## config.mk

```make
export PLATFORM = sky130hd
export DESIGN_NAME = imem_arbiter_flat
export DESIGN_NICKNAME = d
export VERILOG_FILES = /design/src/rtl/imem_arbiter_if.sv /design/src/rtl/imem_arbiter.sv /design/src/flat_wrapper.sv
export SDC_FILE = /design/constraint.sdc
export NUM_CORES = 1
export LEC_CHECK = 0
export BUFFER_PORTS_ARGS = -buffer_cell sky130_fd_sc_hd__buf_2
export CORE_AREA = 2 2 97 99
export DETAILED_ROUTE_END_ITERATION = 6
export DIE_AREA = 0 0 99 101
export PLACE_DENSITY_LB_ADDON = 0.3
export SYNTH_ARGS = -nofsm -noshare
export SYNTH_HDL_FRONTEND = slang
export SYNTH_SLANG_ARGS = --single-unit
```

## constraint.sdc

```tcl
create_clock -name clk -period 1.55 [get_ports clk]
set_input_delay 0.155 -clock clk [delete_from_list [all_inputs] [get_ports clk]]
set_output_delay 0.155 -clock clk [all_outputs]
set_load 0.1 [all_outputs]
```

## src/rtl/imem_arbiter_if.sv

```systemverilog
// Bus bundle between the instruction-memory arbiter, its two requesters and the imem array.
// The arbiter uses the slave modport; requesters and memory sit on the master side.
interface imem_arbiter_if #(
    parameter int unsigned ADDR_WIDTH = 12
);
    logic                  if_req;
    logic [31:0]           if_addr;
    logic                  if_gnt;
    logic                  if_rvalid;
    logic [31:0]           if_rdata;
    logic                  if_misalign;

    logic                  dbg_req;
    logic                  dbg_we;
    logic [31:0]           dbg_addr;
    logic [31:0]           dbg_wdata;
    logic                  dbg_lock;
    logic                  dbg_gnt;
    logic                  dbg_rvalid;
    logic [31:0]           dbg_rdata;

    logic                  mem_en;
    logic                  mem_we;
    logic [ADDR_WIDTH-3:0] mem_addr;
    logic [31:0]           mem_wdata;
    logic [31:0]           mem_rdata;

    modport slave (
        input  if_req, if_addr,
        output if_gnt, if_rvalid, if_rdata, if_misalign,
        input  dbg_req, dbg_we, dbg_addr, dbg_wdata, dbg_lock,
        output dbg_gnt, dbg_rvalid, dbg_rdata,
        output mem_en, mem_we, mem_addr, mem_wdata,
        input  mem_rdata
    );

    modport master (
        output if_req, if_addr,
        input  if_gnt, if_rvalid, if_rdata, if_misalign,
        output dbg_req, dbg_we, dbg_addr, dbg_wdata, dbg_lock,
        input  dbg_gnt, dbg_rvalid, dbg_rdata,
        input  mem_en, mem_we, mem_addr, mem_wdata,
        output mem_rdata
    );
endinterface

```

## src/rtl/imem_arbiter.sv

```systemverilog
// Shares a single-port synchronous instruction memory between the fetch stage and the debug
// loader: combinational grant, starvation limit, debug lock, 1-cycle tagged read return.
module imem_arbiter #(
    parameter int unsigned ADDR_WIDTH = 12,
    parameter int unsigned MAX_HOLD   = 4,
    parameter bit          DBG_PRIO   = 1'b1
) (
    input logic           clk,
    input logic           rst,
    imem_arbiter_if.slave bus
);
    localparam int unsigned HoldW = $clog2(MAX_HOLD + 1);
    localparam logic [HoldW-1:0] HoldMax = HoldW'(MAX_HOLD);

    typedef enum logic {StArb, StLocked} state_e;
    typedef enum logic [1:0] {TagNone, TagFetch, TagDebug, TagMisalign} tag_e;

    state_e           state_q, state_d;
    tag_e             tag_q, tag_d;
    logic [HoldW-1:0] hold_q, hold_d;
    logic             last_dbg_q, last_dbg_d;  // last_winner: 0 = fetch, 1 = debug
    logic             gnt_if, gnt_dbg, both, aligned;
    logic             unused_addr;

    assign both    = bus.if_req & bus.dbg_req;
    assign aligned = (bus.if_addr[1:0] == 2'b00);

    always_comb begin
        state_d    = state_q;
        hold_d     = hold_q;
        last_dbg_d = last_dbg_q;
        gnt_if     = 1'b0;
        gnt_dbg    = 1'b0;
        case (state_q)
            StArb: begin
                if (both) begin
                    if (hold_q == HoldMax) begin
                        gnt_dbg = ~last_dbg_q;
                    end else if (DBG_PRIO) begin
                        gnt_dbg = 1'b1;
                    end else begin
                        gnt_dbg = ~last_dbg_q;
                    end
                    gnt_if = ~gnt_dbg;
                end else begin
                    gnt_if  = bus.if_req;
                    gnt_dbg = bus.dbg_req;
                end
                // Count only while the loser is actually waiting.
                if (!both) begin
                    hold_d = '0;
                end else if (gnt_dbg != last_dbg_q) begin
                    hold_d = HoldW'(1);
                end else if (hold_q != HoldMax) begin
                    hold_d = hold_q + 1'b1;
                end
                if (bus.dbg_lock) begin
                    state_d = StLocked;
                end
            end
            StLocked: begin
                gnt_dbg = bus.dbg_req;
                hold_d  = '0;
                if (!bus.dbg_lock) begin
                    state_d = StArb;
                end
            end
            default: state_d = StArb;
        endcase
        if (gnt_if | gnt_dbg) begin
            last_dbg_d = gnt_dbg;
        end
    end

    always_comb begin
        tag_d = TagNone;
        if (gnt_if) begin
            tag_d = aligned ? TagFetch : TagMisalign;
        end else if (gnt_dbg && !bus.dbg_we) begin
            tag_d = TagDebug;
        end
    end

    always_ff @(posedge clk or negedge rst) begin
        if (!rst) begin
            state_q    <= StArb;
            tag_q      <= TagNone;
            hold_q     <= '0;
            last_dbg_q <= 1'b0;
        end else begin
            state_q    <= state_d;
            tag_q      <= tag_d;
            hold_q     <= hold_d;
            last_dbg_q <= last_dbg_d;
        end
    end

    assign bus.if_gnt    = gnt_if;
    assign bus.dbg_gnt   = gnt_dbg;
    assign bus.mem_en    = gnt_dbg | (gnt_if & aligned);
    assign bus.mem_we    = gnt_dbg & bus.dbg_we;
    assign bus.mem_addr  = gnt_dbg ? bus.dbg_addr[ADDR_WIDTH-1:2] :
                           gnt_if  ? bus.if_addr[ADDR_WIDTH-1:2]  : '0;
    assign bus.mem_wdata = gnt_dbg ? bus.dbg_wdata : '0;

    // A misaligned fetch never touched memory, so it returns zero data.
    assign bus.if_rvalid   = (tag_q == TagFetch) || (tag_q == TagMisalign);
    assign bus.if_misalign = (tag_q == TagMisalign);
    assign bus.if_rdata    = (tag_q == TagFetch) ? bus.mem_rdata : '0;
    assign bus.dbg_rvalid  = (tag_q == TagDebug);
    assign bus.dbg_rdata   = (tag_q == TagDebug) ? bus.mem_rdata : '0;

    assign unused_addr = ^{bus.if_addr[31:ADDR_WIDTH], bus.dbg_addr[31:ADDR_WIDTH],
                           bus.dbg_addr[1:0]};
endmodule

```

## src/flat_wrapper.sv

```systemverilog
// flat-port wrapper written by rule: the top's interface ports become plain ports
module imem_arbiter_flat 
#(
    parameter int unsigned ADDR_WIDTH = 12,
    parameter int unsigned MAX_HOLD   = 4,
    parameter bit          DBG_PRIO   = 1'b1
)
  (clk, rst, bus_if_req, bus_if_addr, bus_if_gnt, bus_if_rvalid, bus_if_rdata, bus_if_misalign, bus_dbg_req, bus_dbg_we, bus_dbg_addr, bus_dbg_wdata, bus_dbg_lock, bus_dbg_gnt, bus_dbg_rvalid, bus_dbg_rdata, bus_mem_en, bus_mem_we, bus_mem_addr, bus_mem_wdata, bus_mem_rdata);
  imem_arbiter_if #(.ADDR_WIDTH(ADDR_WIDTH)) bus_i ();
  input logic clk;
  input logic rst;
  input wire logic [$bits(bus_i.if_req)-1:0] bus_if_req;
  input wire logic [$bits(bus_i.if_addr)-1:0] bus_if_addr;
  output wire logic [$bits(bus_i.if_gnt)-1:0] bus_if_gnt;
  output wire logic [$bits(bus_i.if_rvalid)-1:0] bus_if_rvalid;
  output wire logic [$bits(bus_i.if_rdata)-1:0] bus_if_rdata;
  output wire logic [$bits(bus_i.if_misalign)-1:0] bus_if_misalign;
  input wire logic [$bits(bus_i.dbg_req)-1:0] bus_dbg_req;
  input wire logic [$bits(bus_i.dbg_we)-1:0] bus_dbg_we;
  input wire logic [$bits(bus_i.dbg_addr)-1:0] bus_dbg_addr;
  input wire logic [$bits(bus_i.dbg_wdata)-1:0] bus_dbg_wdata;
  input wire logic [$bits(bus_i.dbg_lock)-1:0] bus_dbg_lock;
  output wire logic [$bits(bus_i.dbg_gnt)-1:0] bus_dbg_gnt;
  output wire logic [$bits(bus_i.dbg_rvalid)-1:0] bus_dbg_rvalid;
  output wire logic [$bits(bus_i.dbg_rdata)-1:0] bus_dbg_rdata;
  output wire logic [$bits(bus_i.mem_en)-1:0] bus_mem_en;
  output wire logic [$bits(bus_i.mem_we)-1:0] bus_mem_we;
  output wire logic [$bits(bus_i.mem_addr)-1:0] bus_mem_addr;
  output wire logic [$bits(bus_i.mem_wdata)-1:0] bus_mem_wdata;
  input wire logic [$bits(bus_i.mem_rdata)-1:0] bus_mem_rdata;
  assign bus_i.if_req = bus_if_req;
  assign bus_i.if_addr = bus_if_addr;
  assign bus_if_gnt = bus_i.if_gnt;
  assign bus_if_rvalid = bus_i.if_rvalid;
  assign bus_if_rdata = bus_i.if_rdata;
  assign bus_if_misalign = bus_i.if_misalign;
  assign bus_i.dbg_req = bus_dbg_req;
  assign bus_i.dbg_we = bus_dbg_we;
  assign bus_i.dbg_addr = bus_dbg_addr;
  assign bus_i.dbg_wdata = bus_dbg_wdata;
  assign bus_i.dbg_lock = bus_dbg_lock;
  assign bus_dbg_gnt = bus_i.dbg_gnt;
  assign bus_dbg_rvalid = bus_i.dbg_rvalid;
  assign bus_dbg_rdata = bus_i.dbg_rdata;
  assign bus_mem_en = bus_i.mem_en;
  assign bus_mem_we = bus_i.mem_we;
  assign bus_mem_addr = bus_i.mem_addr;
  assign bus_mem_wdata = bus_i.mem_wdata;
  assign bus_i.mem_rdata = bus_mem_rdata;
  imem_arbiter #(.ADDR_WIDTH(ADDR_WIDTH), .MAX_HOLD(MAX_HOLD), .DBG_PRIO(DBG_PRIO)) u_core (.clk(clk), .rst(rst), .bus(bus_i));
endmodule
```

Yosys cells after proc, flatten, opt, wreduce, memory -nomap -nowiden:

Cells that the tools add are included.
Widths: inputs -> output; s select.

* output and inout bits: 113
* input bits: 134
* RAM bits: 0
* memory bits (read-only): 0
* latch bits: 0
* memories: 0
* logic and storage cells: 45
* bits in registers: 7

* multiply operators: 0
* $lt $le $gt $ge: 0
* div/mod/pow operators: 0
* shift-type cells: 0
* mux-type cells: 21
* reductions and logical operators: 4
* bitwise operators: 8
* eq/ne operators: 7
* add/sub/neg operators: 1

Operator list (number)
* $mux 32: 3
* $mux 10: 2
* $mux 3: 3
* $mux 1: 8
* $mux 2: 3
* $pmux 3 s2: 1
* $eq 2x2->1 const B: 2
* $ne 4x4->1 const B: 1
* $add 3x1->3 const B: 1
* $and 1x1->1: 3
* $eq 3x3->1 const B: 1
* $ne 3x3->1 const B: 1
* $not 1->1: 3
* $eq 2x1->1 const B: 1
* $logic_not 2->1: 1
* $or 1x1->1: 2
* $pmux 1 s2: 1
* $logic_and 1x1->1: 1
* $logic_not 1->1: 1
* $logic_or 1x1->1: 1
* $ne 1x1->1: 1

Depth between registers and ports, before layout:

Gate-level depths: netlist (run 1).

* word-level depth: 10
* depth in mapped cells: 6
* depth with buffers taken out: 5

Worst setup path after synthesis (run 1):

No wires, ideal clock.

* kind: reg-to-output
* from: register u_core.tag_q[0]
* to: output port bus_dbg_rdata[22]
* path slack: -1.071 ns
* arrival: 2.466 ns
* data required time: 1.395 ns
* cell stages (with the launch flop): 4
* path buffers: 1
* path through: dfrtp_1 nor2b_1 clkbuf_1 and2_1

* longest elaborated chain between the ends: 2

RTL lines
* from (decl): RTL line imem_arbiter.sv:19 `tag_e tag_q, tag_d;`
* from (signal assigned): RTL line imem_arbiter.sv:87 `tag_q <= TagNone;`
* from (signal assigned): RTL line imem_arbiter.sv:92 `tag_q <= tag_d;`
* $eq 2x2->1
* net bus_dbg_rvalid: RTL line flat_wrapper.sv:24 `output wire logic [$bits(bus_i.dbg_rvalid)-1:0] bus_dbg_rvalid;`
* $mux 32: RTL line imem_arbiter.sv:111 `assign bus.dbg_rdata = (tag_q == TagDebug) ? bus.mem_rdata : '0;`
* to (decl): RTL line flat_wrapper.sv:25 `output wire logic [$bits(bus_i.dbg_rdata)-1:0] bus_dbg_rdata;`

The timed path passes the listed nets, and every way through them passes these cells.

Final worst setup path (run 1):

* from: register u_core.hold_q[0]
* to: output port bus_mem_addr[0]

* longest elaborated chain between the ends: 9
* elaborated cells between the ends (all ways): 12

RTL lines
* from (decl): RTL line imem_arbiter.sv:20 `logic [HoldW-1:0] hold_q, hold_d;`
* from (signal assigned): RTL line imem_arbiter.sv:93 `hold_q <= hold_d;`
* $eq 3x3->1 *: RTL line imem_arbiter.sv:37 `if (hold_q == HoldMax) begin`
* $mux 1 *: RTL line imem_arbiter.sv:37
* $mux 1 *: RTL line imem_arbiter.sv:36 `if (both) begin`
* $mux 1 *: RTL line imem_arbiter.sv:34 `case (state_q)`
* $not 1->1: RTL line imem_arbiter.sv:44 `gnt_if = ~gnt_dbg;`
* $mux 1: RTL line imem_arbiter.sv:36
* $mux 1: RTL line imem_arbiter.sv:34
* $mux 10: RTL line imem_arbiter.sv:103 `gnt_if ? bus.if_addr[ADDR_WIDTH-1:2] : '0;`
* $mux 10 *: RTL line imem_arbiter.sv:102 `assign bus.mem_addr = gnt_dbg ? bus.dbg_addr[ADDR_WIDTH-1:2] :`
* to (decl): RTL line flat_wrapper.sv:28 `output wire logic [$bits(bus_i.mem_addr)-1:0] bus_mem_addr;`

Every way passes the cells marked *; elsewhere a longest branch is shown, timed or not. The select of a mux whose other input is x is not followed.

==> flow_summary.json, run 1 <==
{
  "status": "finished with violations",
  "violations": "setup timing",
  "clock-sinks": 7,
  "area_growth_pct": 296,
  "grt_max_degree": 47,
  "leakagePower_nw": 2.14,
  "max-vdd-ir-drop_mv": 0.393,
  "critical_path.max_fanout": 46,
  "syn_area_sq_um": 1130,
  "p_sw_share_pct": 53.3,
  "tightest_slew_ps": 494,
  "drv_cap": 0,
  "drtAntennaViolNets": 0,
  "start_util_pct": 12.6,
  "htree_levels": 1,
  "r2r-start": "u_core.hold_q[0]",
  "yosysSeqAreaShare_pct": 15.5,
  "core_area_sq_um": 8980,
  "wire_per_inst_microns": 12.6,
  "clockBufferDepth": 2,
  "switchingPower_mw": 1.36,
  "vias": 1885,
  "p_clk_share_pct": 9.7,
  "grt_setup_unrepaired": "yes",
  "layout_commonest_cell": "buf_12",
  "setup_slack_ps": -348,
  "syn_avg_cell_area_sq_um": 7.35,
  "cts_tree": "yes",
  "cts_root_buf": "clkbuf_8",
  "max_freq_mhz": 527,
  "ys_warn_count": 0,
  "synth_cells": 154,
  "whs_endpoint": "u_core.state_q",
  "top_layer": "met4",
  "clock_skew_ps": 1.04,
  "die_w_microns": 99,
  "antenna_found_initial": 0,
  "drive_gt1_share_pct": 92.2,
  "cp.arrival_ps": 1740,
  "row_count": 35,
  "r2r_slack_ps": 140,
  "dr.pass1.iters": 4,
  "routedLengthMet1_microns": 1990,
  "setup_viol": 88,
  "overflow": 0,
  "power-per-cell-area_nw_per_um2": 569,
  "hold_depth": 1,
  "synth_nets": 290,
  "dr.first_iter.drc_count": 20,
  "synth-seq-cells": 7,
  "rr_endpoint": "u_core.tag_q[1]",
  "met3_length_microns": 720,
  "numPortBuffers": 204,
  "clk_latency_ps": 220,
  "grt_use_total_pct": 11.4,
  "drcViolationCount": 0,
  "via_per_inst": 3.90,
  "max-slew-margin-rel_pct": 67.3,
  "end_kind": "primary output",
  "p_int_mw": 1.19,
  "place_ws_ps": -137,
  "pwr-share-seq_pct": 7.7,
  "die_y_microns": 101,
  "crit_required_ps": 1390,
  "min-delay-start": "bus_dbg_lock",
  "finalHoldViolCount": 0,
  "clk_pin_slew_ps": 40,
  "n_antenna_cell": 0,
  "combPwrFrac_pct": 82.6,
  "startpoint_type": "register",
  "fin_nets": 509,
  "layout_common_cells": "buf_12, buf_2, and2_4, and2_2, buf_4",
  "dp_hpwl_microns": 5190,
  "synth_cell_type_count": 21,
  "design.die.area_sq_um": 10000,
  "fin_crit_sh_pct": 122,
  "cts-buffers-inserted": 3,
  "grt_pass1_vias": 1841,
  "setup.worst_path.class": "register to primary output",
  "wl_met2_microns": 3380,
  "routabilityCongestion": 0.798,
  "grt_pass1_wl_microns": 9250,
  "hp-class": "input port to register",
  "pin_count": 247,
  "setup_tns_ps": -15010,
  "routed_wl_microns": 6110,
  "finalCriticalPeriod_ps": 1900,
  "finalMaxSlewViolations": 0,
  "r2r_cells": 6
}
critical path, cell delays in order (launching register included):
cell and delay, ps:
dfrtp_1 370, inv_1 70, ha_2 170, and3_4 200, a21oi_4 60, buf_12 180
a22o_2 300, buf_12 170
synth_stat cells:
master,instances,area [sq um]
a21o_1,1,7.51
a21oi_1,1,5.00
a21oi_4,1,16.3
a22o_1,6,52.6
a22o_2,5,50.1
a31oi_1,1,6.26
and2_1,98,613
and2b_1,1,7.51
and3_4,1,11.3
buf_4,1,7.51
buf_6,4,45.0
clkbuf_1,7,26.3
dfrtp_1,7,175
ha_1,2,25.0
inv_1,5,18.8
mux2i_1,1,10.0
nand2_1,3,11.3
nand3_1,1,5.00
nor2_1,5,18.8
nor2b_1,2,12.5
o21a_1,1,7.51
power by group through the flow:
stage / combinational (mW) / sequential [mW] / clock, mW
6_report: 2.11 / 0.196 / 0.247
5_1_grt: 2.17 / 0.197 / 0.272
4_1_cts: 2.11 / 0.198 / 0.253
3_5_place_dp: 2.04 / 0.199 / 0
3_3_place_gp: 2.02 / 0.198 / 0
2_1_floorplan: 1.25 / 0.198 / 0
flip-flops by register name, summed over array words and instances (netlist names):
register / flops
u_core.hold_q: 3
u_core.last_dbg_q: 1
u_core.state_q: 1
u_core.tag_q: 2
layer usage:
metal,global-route usage [%],vias to the layer above
li1,-,918
met1,12.0,829
met2,22.8,136
met3,3.33,2
met4,1.26,0
met5,0,-
area by class of cell:
class                   instances  area, sq um
fillers                       822         4490
flip-flops and latches          7          176
repair buffers                226         2960
clock buffers                   4         45.0
multi-input cells             130         1150
inverters                       5         18.8
well taps                     111          139
kinds of logic after synthesis:
logic type,count (synthesis),synth area share (%)
adder cells (fa/ha/maj),2,2.21
AO/OA/AOI/OAI,16,12.8
buffers and inverters,17,8.62
multiplexers,1,0.884
flip-flops,7,15.5
AND/OR/NAND/NOR,111,60.0
timing repair:
action	in CTS	in global routing
setup endpoints to repair	77	111
endpoints found under the hold margin	7	0
hold buffers	1	0
resized for setup	16	22
buffers inserted	3	7
pin swaps	22	13
gates cloned	3	0
per-stage QoR:
stage | util (%) | power [mW] | area, sq um | hold WS (ps) | cells
final | 50.0 | 2.55 | 4490 | 40.2 | 483
after global routing | 50.0 | 2.64 | 4490 | 36.6 | 483
after CTS | 49.5 | 2.56 | 4450 | 35.8 | 478
after detailed placement | 47.3 | 2.24 | 4250 | -8.36 | 467
after global placement | 47.3 | 2.22 | 4250 | -7.90 | 467
after floorplan | - | 1.45 | 1400 | -141 | 154
worst max path at each step:
| stage | startpoint | end | slack [ps] | cells past startpoint |
|---|---|---|---|---|
| global route | u_core.hold_q[0] | bus_mem_addr[0] | -430 | 7 |
| finish | u_core.hold_q[0] | bus_mem_addr[0] | -350 | 7 |
| floorplan | u_core.hold_q[0] | bus_mem_wdata[23] | -230 | 6 |
| detailed placement | u_core.hold_q[0] | bus_mem_addr[0] | -140 | 7 |
| global placement | u_core.hold_q[1] | bus_mem_addr[8] | -90 | 7 |
| CTS | u_core.hold_q[0] | bus_mem_addr[0] | -370 | 7 |
No activity file was read; power rests on OpenSTA's default activity.
==> run 2: changes to the inputs <==
- BUFFER_PORTS_ARGS: -buffer_cell sky130_fd_sc_hd__buf_2 -> -buffer_cell sky130_fd_sc_hd__buf_4
==> run 2 against run 1 <==
Effect of this change:
- the flow still finishes with violations (setup timing)
- flip-flop and latch count unchanged
- wire length grew 33%
- global-route usage fell by 0.11 points
- register-to-register slack worse by 40 ps
- critical path depth up 1
- sequential share of layout area fell by 0.42 points
- setup slack got worse by 30 ps
- clock power up 2%
- first-iteration DRC count down 40%
- critical endpoint is now bus_mem_addr[9]
- highest routed layer unchanged
==> flow_summary.json, run 2 (synthesized netlist as in run 1, its figures left out) <==
{
  "status": "finished with violations",
  "violations": "setup timing",
  "routed_wl_microns": 8150,
  "clock_skew_ps": 0.180,
  "overflow": 0,
  "power-per-cell-area_nw_per_um2": 546,
  "finalHoldViolCount": 0,
  "grt_setup_unrepaired": "yes",
  "wire_per_inst_microns": 16.6,
  "final_area_sq_um": 4990,
  "layout_common_cells": "buf_12, buf_4, and2_4, a22o_4, clkbuf_16",
  "layout_commonest_cell": "buf_12",
  "fillers": 710,
  "routabilityCongestion": 0.721,
  "clockBufferDepth": 2,
  "regMostFlops": "u_core.hold_q",
  "slowest_stage": "dfrtp_1",
  "cts-buffers-inserted": 3,
  "startpoint_type": "register",
  "grt_pass1_wl_microns": 9270,
  "cts_root_buf": "clkbuf_8",
  "start_util_pct": 12.6,
  "dr.first_iter.drc_count": 12,
  "fin_nets": 518,
  "drv_cap": 0,
  "path_cells": "inv_2 > ha_4 > and3_4 > a21oi_4 > buf_6 > clkbuf_16 > a22o_4 > buf_12",
  "drive_gt1_share_pct": 92.7,
  "pin_count": 247,
  "leakagePower_nw": 2.35,
  "cts_tree": "yes",
  "finalCriticalPeriod_ps": 1930,
  "fin_crit_sh_pct": 124,
  "cpPeakStageDelay_ps": 380,
  "setup.worst_path.class": "register to primary output",
  "dr.pass1.iters": 3,
  "end_kind": "primary output",
  "numPortBuffers": 204,
  "die_w_microns": 99,
  "hp-class": "input port to register",
  "max-slew-margin-rel_pct": 81.0,
  "power_mw": 2.73,
  "setup_slack_ps": -378,
  "die_y_microns": 101,
  "largest_register_ff_count": 3,
  "dp_hpwl_microns": 4460,
  "placed_area_sq_um": 3080,
  "placed_cells": 466,
  "core_area_sq_um": 8980,
  "clock-sinks": 7,
  "tightest_slew_ps": 287,
  "grt_use_total_pct": 11.3,
  "finalMaxSlewViolations": 0,
  "drtAntennaViolNets": 0,
  "setup_viol": 110,
  "antenna_found_initial": 0,
  "via_per_inst": 4.07,
  "grt_max_degree": 47,
  "clk_latency_ps": 220,
  "max_freq_mhz": 519,
  "grt_pass1_vias": 1940,
  "reg_top3": "u_core.hold_q x3, u_core.tag_q x2",
  "htree_levels": 1,
  "critical_path.max_fanout": 6,
  "vias": 2004,
  "area_growth_pct": 341,
  "design.die.area_sq_um": 10000,
  "n_antenna_cell": 0,
  "drcViolationCount": 0,
  "row_count": 35,
  "clk_pin_slew_ps": 40,
  "crit_required_ps": 1390,
  "max-vdd-ir-drop_mv": 0.372,
  "cp.arrival_ps": 1770,
  "layout.cells.non_filler": 492
}
-- run 2: cell types whose count changed in the layout (fill, tap and decap cells not counted), sizes merged --
cell    change
buf         +1
clkbuf      +8
-- run 2: through the flow --
stage / setup WS, ps / hold WS (ps) / util [%] / TNS, ps
3_5_place_dp: -190 / -27.3 / 34.4 / -7740
2_1_floorplan: -227 / -141 / - / -6880
6_report: -378 / 37.1 / 55.6 / -21450
4_1_cts: -349 / 32.5 / 44.8 / -14480
3_3_place_gp: -165 / -29.2 / 34.4 / -6750
5_1_grt: -456 / 29.9 / 55.6 / -27570
-- run 2: path summary, 6_finish.rpt --
| path | start | to | slack [ps] | depth (start not counted) |
|---|---|---|---|---|
| max in group asynchronous | rst | u_core.tag_q[1] | 1150 | 2 |
| hold / removal | bus_dbg_lock | u_core.state_q | 40 | 1 |
| min in group asynchronous | rst | u_core.hold_q[0] | 280 | 2 |
| setup reg to reg | u_core.hold_q[1] | u_core.tag_q[1] | 100 | 7 |
| setup / recovery | u_core.hold_q[1] | bus_mem_addr[9] | -380 | 8 |
| hold reg to reg | u_core.last_dbg_q | u_core.hold_q[0] | 580 | 2 |
-- run 2: worst max-delay path: cells and delay by family, from the launching register on --
kind / cells / cell delay (ps)
DFF: 1 / 380
AOI/OAI and AO/OA: 2 / 320
adders and majority gates: 1 / 120
buffers and inverters: 4 / 520
and+or+nand+nor: 1 / 190
-- run 2: area by class of cell --
cell class                 instances  area [sq um]  share of cell area (%)
timing repair buffer             235          3400                    68.0
multi-input combinational        130          1220                    24.4
inverter                           5          18.8                   0.376
sequential                         7           175                    3.51
tap                              111           139                    2.78
clock buffer                       4          45.0                   0.902
-- run 2: repair_timing --
item                                    CTS  global route
buffers inserted                          2             8
hold endpoints to repair                  7             0
pin swaps                                 0            52
hold buffers                              1             0
endpoints found under the setup margin  110           110
gates resized for setup                 216           184
gates cloned                              0            11
-- run 2: power by group --
group | total (mW) | internal (mW) | switching [mW]
combinational | 2.28 | 0.948 | 1.33
sequential | 0.197 | 0.191 | 0.00525
clock | 0.253 | 0.178 | 0.0755
total | 2.73 | 1.32 | 1.41
-- run 2: routing by layer --
layer  vias up  track usage, %  wire, microns
met5         -               0              0
met4         0            2.00            151
met3        14            3.26            764
met2       149            22.3           4440
met1       908            11.7           2790
li1        933               -              -
